**config.mk**
```make
export PLATFORM = sky130hd
export DESIGN_NAME = prover_compute_v_encollect_cnt
export DESIGN_NICKNAME = d
export VERILOG_FILES = /design/src/rtl/prover_compute_v_encollect_cnt.sv
export SDC_FILE = /design/constraint.sdc
export NUM_CORES = 2
export LEC_CHECK = 0
export ABC_AREA = 1
export ABC_CLOCK_PERIOD_IN_PS = 17500
export CORE_MARGIN = 5
export CORE_UTILIZATION = 50
export CTS_BUF_LIST = sky130_fd_sc_hd__clkbuf_4 sky130_fd_sc_hd__clkbuf_8 sky130_fd_sc_hd__clkbuf_16
export CTS_CLUSTER_DIAMETER = 40
export DETAILED_ROUTE_END_ITERATION = 10
export GPL_TIMING_DRIVEN = 0
export PLACE_DENSITY_LB_ADDON = 0.2
export SYNTH_ARGS = -nofsm -noshare
export SYNTH_HDL_FRONTEND = slang
export SYNTH_SLANG_ARGS = --single-unit
export TNS_END_PERCENT = 100
```
**constraint.sdc**
```tcl
create_clock -name clk -period 17.5 [get_ports clk]
set_input_delay 2.625 -clock clk [delete_from_list [all_inputs] [get_ports clk]]
set_output_delay 2.625 -clock clk [all_outputs]
set_load 0.05 [all_outputs]
```
**src/rtl/prover_compute_v_encollect_cnt.sv**
```systemverilog
// prover_compute_v_encollect_cnt: counting enable collector for the compute_v stage.
// Define ENCOLLECT_OUTREG_EN to add a second output register stage (latency 2).
module prover_compute_v_encollect_cnt #(
   parameter int ninputs   = 8,
   parameter int nParallel = 16,
   parameter int depth     = 4,
   parameter int cntBits   = $clog2(depth + 1)
) (
   input  logic                 clk,
   input  logic                 rst,
   input  logic [nParallel-1:0] en_in [ninputs],
   input  logic [ninputs-1:0]   in_mask,
   input  logic                 clr,
   output logic [nParallel-1:0] en_out,
   output logic [nParallel-1:0] overflow
);

   localparam logic [cntBits-1:0] CNT_MAX = cntBits'(depth);
   localparam logic [cntBits-1:0] CNT_ONE = cntBits'(1);

   if (depth < 1) begin : g_bad_depth
      $error("depth must be >= 1");
   end

   logic [cntBits-1:0]   cnt      [ninputs][nParallel];
   logic [cntBits-1:0]   cnt_next [ninputs][nParallel];
   logic [ninputs-1:0]   vote     [nParallel];
   logic [nParallel-1:0] fire;
   logic [nParallel-1:0] drop;
   logic                 any_mask;

   assign any_mask = |in_mask;

   // A producer votes for a lane when it is ignored or has a pulse to give.
   always_comb begin
      for (int j = 0; j < nParallel; j++) begin
         for (int k = 0; k < ninputs; k++) begin
            vote[j][k] = ~in_mask[k]
                       | (cnt[k][j] != '0)
                       | en_in[k][j];
         end
      end
   end

   always_comb begin
      fire = '0;
      for (int j = 0; j < nParallel; j++) begin
         fire[j] = any_mask & (&vote[j]);
      end
   end

   // Pulse-and-fire in the same cycle leaves the count untouched.
   always_comb begin
      drop = '0;
      for (int k = 0; k < ninputs; k++) begin
         for (int j = 0; j < nParallel; j++) begin
            cnt_next[k][j] = cnt[k][j];
            if (!in_mask[k]) begin
               cnt_next[k][j] = '0;
            end else if (fire[j]) begin
               if (!en_in[k][j]) begin
                  cnt_next[k][j] = cnt[k][j] - CNT_ONE;
               end
            end else if (en_in[k][j]) begin
               if (cnt[k][j] == CNT_MAX) begin
                  drop[j] = 1'b1;
               end else begin
                  cnt_next[k][j] = cnt[k][j] + CNT_ONE;
               end
            end
         end
      end
   end

   always_ff @(posedge clk or posedge rst) begin
      if (rst) begin
         for (int k = 0; k < ninputs; k++) begin
            for (int j = 0; j < nParallel; j++) begin
               cnt[k][j] <= '0;
            end
         end
      end else if (clr) begin
         for (int k = 0; k < ninputs; k++) begin
            for (int j = 0; j < nParallel; j++) begin
               cnt[k][j] <= '0;
            end
         end
      end else begin
         for (int k = 0; k < ninputs; k++) begin
            for (int j = 0; j < nParallel; j++) begin
               cnt[k][j] <= cnt_next[k][j];
            end
         end
      end
   end

   always_ff @(posedge clk or posedge rst) begin
      if (rst) begin
         overflow <= '0;
      end else if (clr) begin
         overflow <= '0;
      end else begin
         overflow <= overflow | drop;
      end
   end

`ifdef ENCOLLECT_OUTREG_EN
   logic [nParallel-1:0] stage1;

   always_ff @(posedge clk or posedge rst) begin
      if (rst) begin
         stage1 <= '0;
         en_out <= '0;
      end else if (clr) begin
         stage1 <= '0;
         en_out <= '0;
      end else begin
         stage1 <= fire;
         en_out <= stage1;
      end
   end
`else
   always_ff @(posedge clk or posedge rst) begin
      if (rst) begin
         en_out <= '0;
      end else if (clr) begin
         en_out <= '0;
      end else begin
         en_out <= fire;
      end
   end
`endif

endmodule

```
# Word level (Yosys, flattened, before mapping)
# Index checks and enable logic that the tools add are counted.
# totals
output_inout_bits	32
memories	0
reg_bits	416
latchBits	0
mem_bits_ro	0
mem_bits_rw	0
# classes
mux	1155
multipliers	0
n_bitwise	281
order_cmp	0
n_reduce_logical	273
div_mod_pow	0
shifts	0
n_addsub	256
eq_ne	512
# op_table
cell	n
$mux 3	640
$ne 4x4->1 const B	256
$mux 1	512
$ne 4x2->1 const B	128
$add 3x1->3 const B	128
$eq 3x3->1 const B	128
$mux 384	1
$reduce_and 3->1	128
$reduce_bool 3->1	128
$sub 3x1->3 const B	128
$or 1x1->1	256
$reduce_and 8->1	16
$mux 16	2
$and 1x1->1	16
$or 16x16->16	1
$not 1->1	8
$reduce_or 8->1	1

# Logic depth before layout (Yosys ltp)
# depth
depth_word	37
ltp_mapped	17
ltp_nobuf	14

# Least setup slack after synthesis
# OpenSTA, ideal clock, no wires.
# synth_timing
path_kind	input to register
startpoint	input port in_mask[7]
endpoint	register cnt[326] (netlist name)
setup_ps	78
slack_ps	12649
cell_stages	14
arrival_time_ps	4773
cell_sequence	buf_2 > inv_4 > buf_6 > nor2_1 > nand3_1 > nand2_1 > nor2_1 > nand2_1 > nor2_1 > fa_1 > xnor2_1 > xor2_1 > nand2_1 > o21ai_1
# synth_via
elab_chain_len	8
# synth_lines
item	line_no	text
start: declaration	12	input logic [ninputs-1:0] in_mask,
$not 1->1	38	vote[j][k] = ~in_mask[k]
$or 1x1->1	39	| (cnt[k][j] != '0)
$or 1x1->1	40	| en_in[k][j];
$reduce_and 8->1	48	fire[j] = any_mask & (&vote[j]);
$and 1x1->1 (*)	48	
$mux 3	60	end else if (fire[j]) begin
$mux 3	58	if (!in_mask[k]) begin
$mux 384	82	end else if (clr) begin
end signal: indexed assignment	91	cnt[k][j] <= cnt_next[k][j];
end: declaration	25	logic [cntBits-1:0] cnt [ninputs][nParallel];
# Mark *: on every way between the ends. The rest lies on a longest branch, timed or not.
# A chain may end at the register's enable or synchronous reset.

# Final worst setup path
# layout_timing
startpoint	input port in_mask[0]
endpoint	register cnt[355] (netlist name)
# layout_via
elab_chain_len	8
# layout_lines
item	line_no
$not 1->1	38
$or 1x1->1	39
$or 1x1->1	40
$reduce_and 8->1	48
$and 1x1->1	48
$mux 3	60
$mux 3	58
$mux 384	82
# Several ways; a longest one is shown, not always the timed one.

==> metrics.cfg <==
[outcome]
outcome=finished, violations left
failed_checks=capacitance limit, slew limit

[sta]
max_freq_ghz=0.156
finalSetupViolCount=0
finalClockSkew_ns=0.0211
setup_ws_ns=11.10
worst_slew_pin_slew_ns=1.69
period_needed_ns=6.40
hold_ws_ns=0.502
max_slew_margin_pct=-12.6
rsz0062_at_grt=no
timing.setup.tns_ns=0
min_period_over_period_pct=36.6
hold_viol=0
slew_violations=110

[yosys]
synthAdderAreaFrac_pct=8.23
synth_area_leaders=dfrtp_1, nand2_1, nand3_1
muxShareOfSynthArea_pct=0
yosys.area.top_type=dfrtp_1
ys_seq_area_share_pct=33.5
synthSimpleGateAreaFrac_pct=42.2
synth_area_um2=31100
synth_top_area_share_pct=33.5
avgSynthCellArea_um2=6.90
yosys_warnings=0
netlist_instances=4508
synth-seq-cells=416
synth.distinct_cells=37
ys.flop_type=dfrtp_1
synthArstFlopShare_pct=100
yosys-top-cells-count=nand2_1, nand3_1, inv_1
synth-xor-area-share_pct=1.11
syn-num-nets=4775
synth_edf_count=0
yosysMostFrequentCell=nand2_1
synth_top_family_by_area=simple AND/OR/NAND/NOR gates
synth_compound_area_share_pct=7.30

[die]
rows=91
core_um2=61700
fp.dieArea_um2=67300
io_pins=171
fp.dieH_um=259
start_util_pct=50.4
chipWidth_um=259

[route]
ant_nets=0
drt_iter0_drc=4262
vias=33100
drtPass1Iterations=8
viasPerCell=5.83
drc_errors=0
routed_wl_um=126000
wl_per_cell_um=22.1

[global_routing]
grt_antenna_before_repair=11
grt_overflow=0
grt_pass1_vias=29400
grt_pass1_wl_um=183000
grt_usage_pct=36.4
grt_max_degree=102

[setup_path]
worst-path-buf-inv=5
cp_cell_sequence=clkdlybuf4s50_1 -> inv_2 -> buf_4 -> nor2_2 -> buf_2 -> clkbuf_1 -> nand2_1 -> o21ai_0
critPathTopFamily=buffers and inverters
path_class=in -> reg
crit_path_start_kind=input pin
end_kind=flop
crit_path_top_delay_cell=clkbuf_1
crit_path_max_fanout=10
worstPathArrival_ns=6.94
max_stage_delay_ns=1.15
worstPathRequired_ns=18.04

[pwr]
ir_worst_vdd_uv=82.1
combPwrFrac_pct=32.1
p_sw_uw=1720
p_clk_share_pct=38.7
power_density_nw_per_um2=119
leakagePower_uw=0.0182
swShare_pct=39.0
p_int_uw=2690
seq_power_share_pct=29.3

[cells_and_area]
final_core_util_pct=60.0
area_growth_pct=18.9
fin_area_um2=37000
nNetsFinal=5034
drive_gt1_share_pct=10.6

[clocking]
cts_resized=0
numCtsBuffers=87
postCtsHoldBufs=0
clk_pin_slew_ns=0.04
cts_setup_buffers=0
tritoncts=done
clockBufferDepth=3
cts-root-buf=clkbuf_16
clock_latency_ns=0.64
clock-sinks=416
htreeDepth=3

[worst_hold_path]
hp-class=reg -> reg

[placed_design]
portBuffers=164
place_congestion=0.957
dp_slack_ns=10.89
dpl_cell_area_um2=33900
place_hpwl_um=82100

[job]
maxCapViolCount=10

[worst min-delay path, stage by stage (launching register included)]
cell	delay, ns
dfrtp_1	0.35
nand2_1	0.06
nand2_1	0.06
[power by group through the flow]
stage | combinational (uW) | sequential (uW) | clock, uW
after floorplan | 941 | 1310 | 0
after global placement | 1340 | 1290 | 0
after detailed placement | 1370 | 1300 | 0
after CTS | 1380 | 1290 | 1710
after global routing | 1560 | 1310 | 1750
final | 1410 | 1290 | 1700
[logic make-up (layout without fill, tap and decap cells)]
kind of cell	Yosys count	count (layout)
and+or+nand+nor	2905	2905
buffers and inverters	581	910
AOI/OAI and AO/OA	440	440
DFF	416	416
adders and majority gates	128	128
xor gates and xnor gates	38	38
other	0	11
[worst paths after layout]
check | depth (start not counted) | start | to | slack, ns
min in group asynchronous | 2 | rst | cnt[55] | 2.43
max in group asynchronous | 5 | rst | cnt[66] | 13.29
setup reg to reg | 11 | cnt[36] | cnt[326] | 14.43
hold reg to reg | 2 | cnt[353] | cnt[353] | 0.50
setup / recovery | 8 | in_mask[0] | cnt[355] | 11.10
hold / removal | 2 | cnt[353] | cnt[353] | 0.50
[final cells by class]
cell class	count	area, um2
multi-input combinational	3511	18300
timing repair buffer	170	1790
buffer	118	674
fill	5732	24700
tap	837	1050
clock buffer	113	2480
clock inverter	46	520
sequential	416	10400
inverter	463	1750
antenna	11	27.5
[metrics by stage]
stage / std cells / power (uW)
2_1_floorplan: 4508 / 2250
4_1_cts: 5672 / 4370
6_report: 5685 / 4410
3_5_place_dp: 5513 / 2660
5_1_grt: 5674 / 4630
3_3_place_gp: 5509 / 2630
[metal layers]
layer | vias to the layer above | GRT usage [%] | wire length [um]
li1 | 15100 | - | -
met1 | 15300 | 47.1 | 46500
met2 | 2155 | 53.1 | 52500
met3 | 516 | 10.4 | 16500
met4 | 6 | 24.6 | 10500
met5 | - | 0 | 36
[registers in the layout, indices dropped and copies added, names as in the netlist]
name,count
cnt,384
en_out,16
overflow,16
[layout by cell type, fill, tap and decap left out, drive strengths merged]
master         netlist  final
clkinv               0     24
diode                0     11
nor2               489    489
o2111ai              1      1
nor3               131    131
nand2             1370   1370
a21oi               81     81
nand4               46     46
inv                463    471
buf                 72     78
o21ai              352    352
nand3b              42     42
xnor3                1      1
o211ai               6      6
clkdlybuf4s50        0    164
nand3              702    702
bufinv               0      7
clkbuf              46    159
or2                125    125
fa                 128    128
xnor2               15     15
dfrtp              416    416
clkinvlp             0      7
xor2                22     22
(Power assumes the default switching activity.)
